===== config.mk =====
export PLATFORM = sky130hd
export DESIGN_NAME = rv32f_mem_stage
export DESIGN_NICKNAME = d
export VERILOG_FILES = /design/src/rtl/rv32f_mem_stage.sv
export SDC_FILE = /design/constraint.sdc
export NUM_CORES = 1
export LEC_CHECK = 0
export BUFFER_PORTS_ARGS = -buffer_cell sky130_fd_sc_hd__buf_2
export CAP_MARGIN = 20
export CORE_ASPECT_RATIO = 0.7
export CORE_UTILIZATION = 37
export DETAILED_ROUTE_END_ITERATION = 10
export GPL_TIMING_DRIVEN = 1
export PLACE_DENSITY = 0.83
export SYNTH_ARGS = -nofsm -noshare
export SYNTH_HDL_FRONTEND = slang
export SYNTH_SLANG_ARGS = --single-unit

===== constraint.sdc =====
create_clock -name iCLK -period 1.4 [get_ports iCLK]
set_input_delay 0.14 -clock iCLK [delete_from_list [all_inputs] [get_ports iCLK]]
set_output_delay 0.14 -clock iCLK [all_outputs]
set_load 0.05 [all_outputs]

===== src/rtl/rv32f_mem_stage.sv =====
// rv32f_mem_stage -- memory/writeback stage behind the RV32F FP execute unit.
//
// Takes one operation per iVALID/oREADY handshake: flw (RAM read), fsw
// (RAM write) or a pass-through FP result. Loads and pass-through results are
// presented to the FP register file on a valid/ready writeback port. Only one
// operation is in flight at a time; oREADY is high only in IDLE.
//
// Ports
//   iCLK, iRST_N          clock, asynchronous active-low reset
//   iVALID / oREADY       execute-side handshake
//   iIS_LOAD, iIS_STORE   op decode (load wins if both high)
//   iRD, iADDR, iWDATA    destination reg, RAM word address, store data
//   iALU_RESULT           pass-through result
//   oRAM_CE/RD/WR         registered RAM strobes
//   oRAM_ADDR, oRAM_DATA  registered RAM address / store data (0 unless storing)
//   iRAM_DATA, iRAM_ACK   RAM read data and completion
//   oWB_VALID/RD/DATA     writeback port, iWB_READY accepts it
//   oERR                  one-cycle pulse on a timed-out RAM access
//
// Build option
//   RV32F_MEM_TIMEOUT_EN  when defined, a RAM access with no ack for TIMEOUT
//                         WAIT edges is aborted and oERR pulses. When
//                         undefined, WAIT lasts until ack and oERR is 0.

module rv32f_mem_stage #(
   parameter int ADDR_W  = 8,
   parameter int TIMEOUT = 15
) (
   input  logic              iCLK,
   input  logic              iRST_N,
   input  logic              iVALID,
   output logic              oREADY,
   input  logic              iIS_LOAD,
   input  logic              iIS_STORE,
   input  logic [4:0]        iRD,
   input  logic [ADDR_W-1:0] iADDR,
   input  logic [31:0]       iWDATA,
   input  logic [31:0]       iALU_RESULT,
   output logic              oRAM_CE,
   output logic              oRAM_RD,
   output logic              oRAM_WR,
   output logic [ADDR_W-1:0] oRAM_ADDR,
   output logic [31:0]       oRAM_DATA,
   input  logic [31:0]       iRAM_DATA,
   input  logic              iRAM_ACK,
   output logic              oWB_VALID,
   output logic [4:0]        oWB_RD,
   output logic [31:0]       oWB_DATA,
   input  logic              iWB_READY,
   output logic              oERR
);

   // Elaboration-time range check on the timeout length.
   if (TIMEOUT < 1 || TIMEOUT > 255) begin : gTimeoutRange
      $error("rv32f_mem_stage: TIMEOUT must be in 1..255");
   end

   typedef enum logic [1:0] {IDLE, WAIT, WB_HOLD} state_t;

   state_t            state, nState;
   logic              ramCe, ramRd, ramWr;
   logic              nRamCe, nRamRd, nRamWr;
   logic [ADDR_W-1:0] ramAddr, nRamAddr;
   logic [31:0]       ramData, nRamData;
   logic              wbValid, nWbValid;
   logic [4:0]        wbRd, nWbRd;
   logic [31:0]       wbData, nWbData;

`ifdef RV32F_MEM_TIMEOUT_EN
   logic [7:0]        cnt, nCnt;
   logic              err, nErr;
`endif

   // Next-state and next-output decode.
   always_comb begin
      nState   = state;
      nRamCe   = ramCe;
      nRamRd   = ramRd;
      nRamWr   = ramWr;
      nRamAddr = ramAddr;
      nRamData = ramData;
      nWbValid = wbValid;
      nWbRd    = wbRd;
      nWbData  = wbData;
`ifdef RV32F_MEM_TIMEOUT_EN
      nCnt     = cnt;
      nErr     = 1'b0;      // pulse: only ever high for the abort cycle
`endif
      case (state)
         IDLE: begin
            if (iVALID) begin
               nWbRd    = iRD;
               nRamAddr = iADDR;
               if (iIS_LOAD) begin
                  nRamCe   = 1'b1;
                  nRamRd   = 1'b1;
                  nRamWr   = 1'b0;
                  nRamData = '0;
`ifdef RV32F_MEM_TIMEOUT_EN
                  nCnt     = '0;
`endif
                  nState   = WAIT;
               end else if (iIS_STORE) begin
                  nRamCe   = 1'b1;
                  nRamRd   = 1'b0;
                  nRamWr   = 1'b1;
                  nRamData = iWDATA;
`ifdef RV32F_MEM_TIMEOUT_EN
                  nCnt     = '0;
`endif
                  nState   = WAIT;
               end else begin
                  nWbData  = iALU_RESULT;
                  nWbValid = 1'b1;
                  nState   = WB_HOLD;
               end
            end
         end
         WAIT: begin
            if (iRAM_ACK) begin
               // Ack takes priority over a timeout expiring on the same edge.
               nRamCe   = 1'b0;
               nRamRd   = 1'b0;
               nRamWr   = 1'b0;
               nRamData = '0;
               if (ramRd) begin
                  nWbData  = iRAM_DATA;
                  nWbValid = 1'b1;
                  nState   = WB_HOLD;
               end else begin
                  nState   = IDLE;
               end
            end
`ifdef RV32F_MEM_TIMEOUT_EN
            else if (cnt == 8'(TIMEOUT - 1)) begin
               // TIMEOUT-th edge without ack: abort, no writeback.
               nRamCe   = 1'b0;
               nRamRd   = 1'b0;
               nRamWr   = 1'b0;
               nRamData = '0;
               nErr     = 1'b1;
               nState   = IDLE;
            end else begin
               nCnt     = cnt + 8'd1;
            end
`endif
         end
         WB_HOLD: begin
            if (iWB_READY) begin
               nWbValid = 1'b0;
               nState   = IDLE;
            end
         end
         default: nState = IDLE;
      endcase
   end

   always_ff @(posedge iCLK or negedge iRST_N) begin
      if (!iRST_N) begin
         state   <= IDLE;
         ramCe   <= 1'b0;
         ramRd   <= 1'b0;
         ramWr   <= 1'b0;
         ramAddr <= '0;
         ramData <= '0;
         wbValid <= 1'b0;
         wbRd    <= '0;
         wbData  <= '0;
      end else begin
         state   <= nState;
         ramCe   <= nRamCe;
         ramRd   <= nRamRd;
         ramWr   <= nRamWr;
         ramAddr <= nRamAddr;
         ramData <= nRamData;
         wbValid <= nWbValid;
         wbRd    <= nWbRd;
         wbData  <= nWbData;
      end
   end

`ifdef RV32F_MEM_TIMEOUT_EN
   always_ff @(posedge iCLK or negedge iRST_N) begin
      if (!iRST_N) begin
         cnt <= '0;
         err <= 1'b0;
      end else begin
         cnt <= nCnt;
         err <= nErr;
      end
   end
   assign oERR = err;
`else
   assign oERR = 1'b0;
`endif

   assign oREADY    = (state == IDLE);
   assign oRAM_CE   = ramCe;
   assign oRAM_RD   = ramRd;
   assign oRAM_WR   = ramWr;
   assign oRAM_ADDR = ramAddr;
   assign oRAM_DATA = ramData;
   assign oWB_VALID = wbValid;
   assign oWB_RD    = wbRd;
   assign oWB_DATA  = wbData;

endmodule


; Yosys cells after proc, flatten, opt, wreduce, memory -nomap -nowiden
; Index checks and enable logic that the tools add are counted.
; W data, S select, Z words.
[word_totals]
in_bits = 116
output_inout_bits = 83
ff_bits = 83
word_cells = 63
[op_classes]
eq_ne = 9
n_mux = 37
reduce_logical = 8
[op_table]
columns = operator, count
row1 = $mux W32, 9
row2 = $pmux W32 S2, 2
row3 = $mux W1, 15
row4 = $mux W2, 6
row5 = $ne A2 B2 Y1 const B, 6
row6 = $reduce_and A7 Y1, 1
row7 = $pmux W1 S2, 3
row8 = $pmux W2 S3, 1
row9 = $reduce_and A6 Y1, 1
row10 = $reduce_and A4 Y1, 1
row11 = $ne A3 B1 Y1 const B, 1
row12 = $pmux W1 S3, 1
row13 = $reduce_and A3 Y1, 1
row14 = $reduce_bool A3 Y1, 1
row15 = $eq A2 B1 Y1 const B, 1
row16 = $eq A2 B2 Y1 const B, 1
row17 = $logic_not A2 Y1, 1
row18 = $reduce_and A2 Y1, 1
row19 = $reduce_bool A2 Y1, 1

; Logic depth before layout (Yosys ltp)
; Gate-level depths: netlist of run 1.
[depth]
word_depth = 4
depth_mapped = 7
mapped_depth_nobuf = 4

; Worst setup path after synthesis of run 1
; OpenSTA, ideal clock, no wires.
[synth_path]
path_type = reg2reg
start = register state[1]
end = register ramAddr[3] (netlist: oRAM_ADDR[3])
t_arrival_ps = 1746
stages_incl_launch_ff = 6
path_slack_ps = -471
setup_time_ps = 125
cell_sequence = dfrtp_1 > buf_6 > nor2_2 > and2_4 > buf_6 > mux2_4
[synth_via]
elab_chain_len = 2
[synth_lines]
columns = element, line
row1 = "start, declared", 60  ; state_t state, nState;
row2 = "start signal, assigned", 170  ; state <= nState;
row3 = $logic_not A2 Y1, --
row4 = via oREADY, 32  ; output logic oREADY,
row5 = $reduce_and A2 Y1 (no line), --
row6 = "end signal, assigned", 174  ; ramAddr <= nRamAddr;
row7 = "end, declared", 63  ; logic [ADDR_W-1:0] ramAddr, nRamAddr;
; The timed path passes the listed nets, and every way through them passes these cells.
; A chain may end at the register's enable or synchronous reset.

; Worst setup path after layout of run 1
[layout_path]
start = register state[0]
end = register wbData[3] (netlist: oWB_DATA[3])
[layout_via]
elab_chain_len = 3
[layout_lines]
columns = element, line
row1 = $eq A2 B1 Y1 / $logic_not A2 Y1 (equally long branches), 89  ; case (state)
row2 = $ne A2 B2 Y1 (no line) / $reduce_bool A2 Y1 (equally long branches), --
row3 = $reduce_and A6 Y1 (no line), --
row4 = "end signal, assigned", 178  ; wbData <= nWbData;
row5 = "end, declared", 67  ; logic [31:0] wbData, nWbData;
; Parallel ways exist; a longest one is shown, timed or not.

==> out/metrics.yaml, run 1 <==
power:
  vdd.ir_drop.worst_mv: 1.160
  pwr_density_cell_nw_per_um2: 2807
  leakage_uw: 0.002820
status:
  run_status: "finished with violations"
  violated_checks: "negative setup slack"
placed_design:
  gp_routability_congestion: 0.7940
  port-buffer-count: 197
  post-dp-hpwl_mm: 6.488
synthesis:
  yosys_register_bits: 83
  synth_top_area_share_pct: 58.60
  yosysMostFrequentCell: "dfrtp_1"
  synth.yosys.warnings: 0
  synth_async_sr_flop_share_pct: 100.0
  synth_commonest_cells: "dfrtp_1, nand2_1, a22o_1, mux2i_1, o21ai_1"
  flip_flop_cell_with_the_highest_count_after_synthesis: "dfrtp_1"
  synthDominantAreaCellType: "dfrtp_1"
  synth_area_um2: 3545
  synth_enable_flop_cells: 0
  synth.area.top_cells: "dfrtp_1, mux2i_1, a22o_1"
  syn-mean-instance-area_um2: 12.80
  synth.distinct_cells: 32
  syn-instance-count: 277
  seq_area_frac_synth_pct: 58.60
  synth_fp_nets: 393
setup_path:
  critical_path.cell_chain: "and4b_2, o2bb2ai_4, buf_12, buf_8, o21ai_1"
  worst-endpoint-arrival_ns: 1.68
  data_required_critical_path_ns: 1.60
  cp_slowest_cell: "dfrtp_2"
  worstPathBufferInverterCount: 2
  path_max_fanout: 16
  worst_setup_path_start_kind: "register"
  worst_path_class_setup: "register to register"
  crit_path_max_incr_delay_ns: 0.49
  setup.worst_path.end_class: "register"
  critical-path-top-delay-family: "flip-flops"
route:
  detail_route.first_pass.iterations: 4
  vias: 3049
  drc: 0
  met2RoutedLength_mm: 4.676
  drt_wl_total_mm: 9.944
  antenna_violating_nets_post_route: 0
  highest_layer: "met4"
  drtIter0Drc: 137
  met1_length_mm: 4.710
  drt-vias-per-instance: 4.910
  wl_per_cell_um: 16.01
  dr_wl_met3_um: 449
sta:
  finalHoldViolations: 0
  setup_ws_ns: -0.08098
  maxSlewViolCount: 0
  finalCriticalPeriod_ns: 1.481
  finalSetupViolCount: 73
  skew_ns: 0.006193
  post-route-period-util_pct: 105.8
  timing.setup.tns_ns: -3.579
  achievable-frequency_mhz: 675.2
  rsz0062_at_grt: "yes"
  timing.hold.ws_ns: 0.03002
floorplanning:
  start_util_pct: 38.61
  dieArea_um2: 9982
  chipHeight_um: 83.89
  ioPinCount: 199
  coreArea_um2: 9180
  fp.dieW_um: 119.0
  placementRows: 29
clock_tree:
  ctsHtreeMaxLevel: 3
  cts.reportedPaths.clkPinSlew_ns: 0.06
  cts_buffers: 9
  tritoncts: "yes"
  clk_sink_count: 83
  clkLatencyLatePin_ns: 0.32
  clock_tree_root: "clkbuf_16"
  cts_max_path_buffers: 2
grt:
  grt-ovfl-total: 0
  total_routing_resource_utilization_after_global_routing_pct: 17.63
  first_pass_grt_wire_length_mm: 13.97
  largest_net_degree_at_the_start_of_global_routing: 65
  grt_pass1_vias: 2986
  antenna_found_initial: 0
flow_run:
  maxCapViolCount: 0
final_layout:
  drive_above_1_share_pct: 54.12
  n_diodes: 0
  finish.net_count: 608
  areaGrowthSynthToFinish_pct: 49.45
hold_path:
  hold_path_class: "input port to register"
[layout by cell type (no fill, tap or decap), types with 2 or more instances in the layout]
cell and instances:
dfrtp_1 80, clkinv_4 2, buf_2 195, mux2_4 13, o21ai_1 32, buf_8 2
a21oi_1 2, buf_12 6, nor3_1 2, a22o_1 32, and2_4 2, dfrtp_2 3
mux2i_1 31, bufinv_16 2, nor2_1 2, buf_4 11, buf_6 6, clkbuf_16 13
o32a_1 2, nand2_1 35, nor2_4 2
[repair_timing]
item / in CTS / in global routing
gates resized for setup: 12 / 11
hold buffers: 1 / 0
gates cloned: 1 / 7
pin swaps: 6 / 3
hold endpoints to repair: 23 / 0
setup buffers: 0 / 3
setup endpoints to repair: 82 / 82
[kinds of logic after synthesis]
logic type,after synthesis,synth area share (%)
other cells,1,0.1058
flops,83,58.60
simple gates,48,6.813
buf+inv,24,4.836
mux,45,14.23
compound gates,76,15.43
[power breakdown]
group,total [uW],internal (uW),switching [uW],leakage (uW)
Clock,2470,1560,905,0.000153
Combinational,8380,2780,5610,0.00161
Sequential,4020,3400,621,0.00105
Total,14900,7740,7130,0.00282
[state kept, by name (all words and copies together), names as in the netlist]
signal     flops
oRAM_CE        1
oRAM_RD        1
oWB_DATA      32
oRAM_WR        1
oRAM_DATA     32
oRAM_ADDR      8
oWB_VALID      1
oWB_RD         5
state          2
[final timing paths]
check | slack [ns] | startpoint | end | depth (start not counted)
worst max-delay path | -0.08 | state[0] | oWB_DATA[3] | 5
worst min-delay path | 0.03 | iWDATA[31] | oRAM_DATA[31] | 2
worst max register to register | -0.08 | state[0] | oWB_DATA[3] | 5
worst min register to register | 0.48 | oWB_DATA[2] | oWB_DATA[2] | 2
max in group asynchronous | 0.58 | iRST_N | oWB_DATA[15] | 3
min in group asynchronous | 0.28 | iRST_N | oWB_VALID | 2
[worst register-to-register path, stage by stage, from the launching register on]
cell and delay (ns):
dfrtp_2 0.49, and4b_2 0.31, o2bb2ai_4 0.18, buf_12 0.14, buf_8 0.16, o21ai_1 0.09
[routing by layer]
metal | vias to the layer above | track usage, %
met5 | - | 0
met4 | 0 | 6.099
met3 | 9 | 4.577
met2 | 123 | 29.28
met1 | 1486 | 22.27
li1 | 1431 | -
[stage by stage]
| stage | setup slack, ns | total power (uW) | instance area [um^2] | util [%] | cells |
|---|---|---|---|---|---|
| after global placement | -0.09881 | 11440 | 4732 | 51.55 | 594 |
| after floorplan | -0.2519 | 9822 | 3558 | - | 277 |
| final | -0.08098 | 14870 | 5298 | 57.71 | 621 |
| after global routing | -0.1144 | 15530 | 5298 | 57.71 | 621 |
| after CTS | -0.06220 | 14330 | 5105 | 55.61 | 612 |
| after detailed placement | -0.1592 | 11630 | 4732 | 51.55 | 594 |
[final cells by class]
| class | count | area [um^2] |
|---|---|---|
| Clock inverter | 6 | 90.09 |
| Clock buffer | 10 | 229.0 |
| Inverter | 2 | 7.507 |
| Sequential cell | 83 | 2081 |
| Timing Repair Buffer | 225 | 1386 |
| Fill cell | 769 | 3882 |
| Tap cell | 124 | 155.1 |
| Multi-Input combinational cell | 171 | 1349 |
No activity file was read; power rests on OpenSTA's default activity.
==> run 2, diff against run 1 <==
Settings changed: PLACE_DENSITY 0.83 to default, PLACE_DENSITY_LB_ADDON from default to 0.08, SLEW_MARGIN from default to 30.
==> out/metrics.yaml, run 2 (synthesized netlist as in run 1, its figures left out) <==
flow_run:
  maxCapViolCount: 0
power:
  fin_total_pwr_uw: 14980
  leakage_uw: 0.002911
  vdd.ir_drop.worst_mv: 1.253
  pwr_density_cell_nw_per_um2: 2735
clock_tree:
  cts_max_path_buffers: 2
  tritoncts: "yes"
  clock_tree_root: "clkbuf_16"
  cts.reportedPaths.clkPinSlew_ns: 0.06
  clk_sink_count: 83
  cts_buffers: 9
  clkLatencyLatePin_ns: 0.32
  ctsHtreeMaxLevel: 3
grt:
  grt_util_met3_pct: 6.421
  groute.layer.met2.usage_pct: 28.59
  grt-ovfl-total: 0
  first_pass_grt_wire_length_mm: 14.30
  largest_net_degree_at_the_start_of_global_routing: 34
  gr-usage-met1_pct: 24.21
  total_routing_resource_utilization_after_global_routing_pct: 18.29
  grt_pass1_vias: 2827
  antenna_found_initial: 0
  top_usage_layer: "met2"
sta:
  skew_ns: 0.006693
  achievable-frequency_mhz: 652.2
  finalHoldViolations: 0
  finalSetupViolCount: 81
  finalCriticalPeriod_ns: 1.533
  setup_ws_ns: -0.1333
  rsz0062_at_grt: "yes"
  post-route-period-util_pct: 109.5
  maxSlewViolCount: 0
route:
  drt_wl_total_mm: 9.368
  drc: 0
  drt-vias-per-instance: 4.730
  vias: 2980
  drtIter0Drc: 92
  antenna_violating_nets_post_route: 0
  detail_route.first_pass.iterations: 4
  wl_per_cell_um: 14.87
final_layout:
  n_diodes: 0
  final_common_cell: "buf_2"
  area_occupied_by_multi_input_gates_um2: 1411
  num-fill-cells: 799
  layout.cells.most_common_list: "buf_2, dfrtp_1, a22o_1, mux2i_1, nand2_1"
  finish.net_count: 617
  drive_above_1_share_pct: 58.50
  seq_area_um2: 2081
  fin_util_pct: 59.66
  areaGrowthSynthToFinish_pct: 54.50
status:
  violated_checks: "negative setup slack"
  run_status: "finished with violations"
setup_path:
  worst_path_class_setup: "register to register"
  path_max_fanout: 5
  worst_setup_path_start_kind: "register"
  critical_path.startpoint: "state[0]"
  worst-endpoint-arrival_ns: 1.74
  setup.worst_path.end_class: "register"
  data_required_critical_path_ns: 1.61
  worstReg2RegStart: "state[0]"
hold_path:
  holdCritStartpoint: "iWDATA[6]"
  hold_path_class: "input port to register"
placed_design:
  post-dp-hpwl_mm: 6.307
  port-buffer-count: 197
  gp_routability_congestion: 0.7357
  post-place-ws_ns: -0.2277
floorplanning:
  placementRows: 29
  dieArea_um2: 9982
  start_util_pct: 38.61
  ioPinCount: 199
  fp.dieW_um: 119.0
  chipHeight_um: 83.89
  coreArea_um2: 9180
## run 2: metrics by stage
step	hold slack, ns	cell area [um^2]	std cells	setup TNS (ns)
finish	0.02876	5477	630	-6.454
global route	0.01274	5477	630	-10.13
CTS	0.01204	5248	624	-4.819
detailed placement	0.06321	4767	597	-7.447
global placement	0.06055	4767	597	-5.175
floorplan	-0.1556	3558	277	-2.908
## run 2: what timing repair did
item | 4_1_cts | 5_1_grt
buffers inserted | 6 | 1
hold buffers | 1 | 0
pin swaps | 1 | 22
endpoints found under the hold margin | 20 | 0
endpoints found under the setup margin | 79 | 81
gates cloned | 4 | 6
gates resized for setup | 20 | 35
## run 2: area by class of cell
class	count	share of cell area (%)
timing repair buffer	234	27.87
tap	124	2.833
multi-input combinational	171	25.77
clock inverter	5	0.9596
inverter	2	0.1371
clock buffer	11	4.432
sequential	83	37.99
## run 2: per-layer routing
| metal | part of all wire, % | up-vias |
|---|---|---|
| met5 | 0 | - |
| met4 | 0.49 | 0 |
| met3 | 6.0 | 5 |
| met2 | 46 | 103 |
| met1 | 47 | 1423 |
| li1 | - | 1449 |
## run 2: final timing paths
kind	end	cells past startpoint	slack [ns]
max	oWB_DATA[26]	6	-0.13
min reg2reg	oWB_DATA[20]	2	0.47
min	oRAM_DATA[6]	2	0.03
max reg2reg	oWB_DATA[26]	6	-0.13
max in group asynchronous	state[0]	3	0.65
min in group asynchronous	oRAM_ADDR[0]	2	0.26
## run 2: power breakdown
part | internal, uW | switching (uW) | total, uW
clock network | 1420 | 880 | 2300
registers | 3400 | 582 | 3980
logic | 3040 | 5660 | 8700
## run 2: worst max-delay path, stage by stage (launching register included)
cell and delay, ns:
dfrtp_2 0.44, buf_6 0.14, and4b_2 0.23, o2bb2ai_4 0.21
buf_8 0.18, clkbuf_16 0.16, o21ai_1 0.06
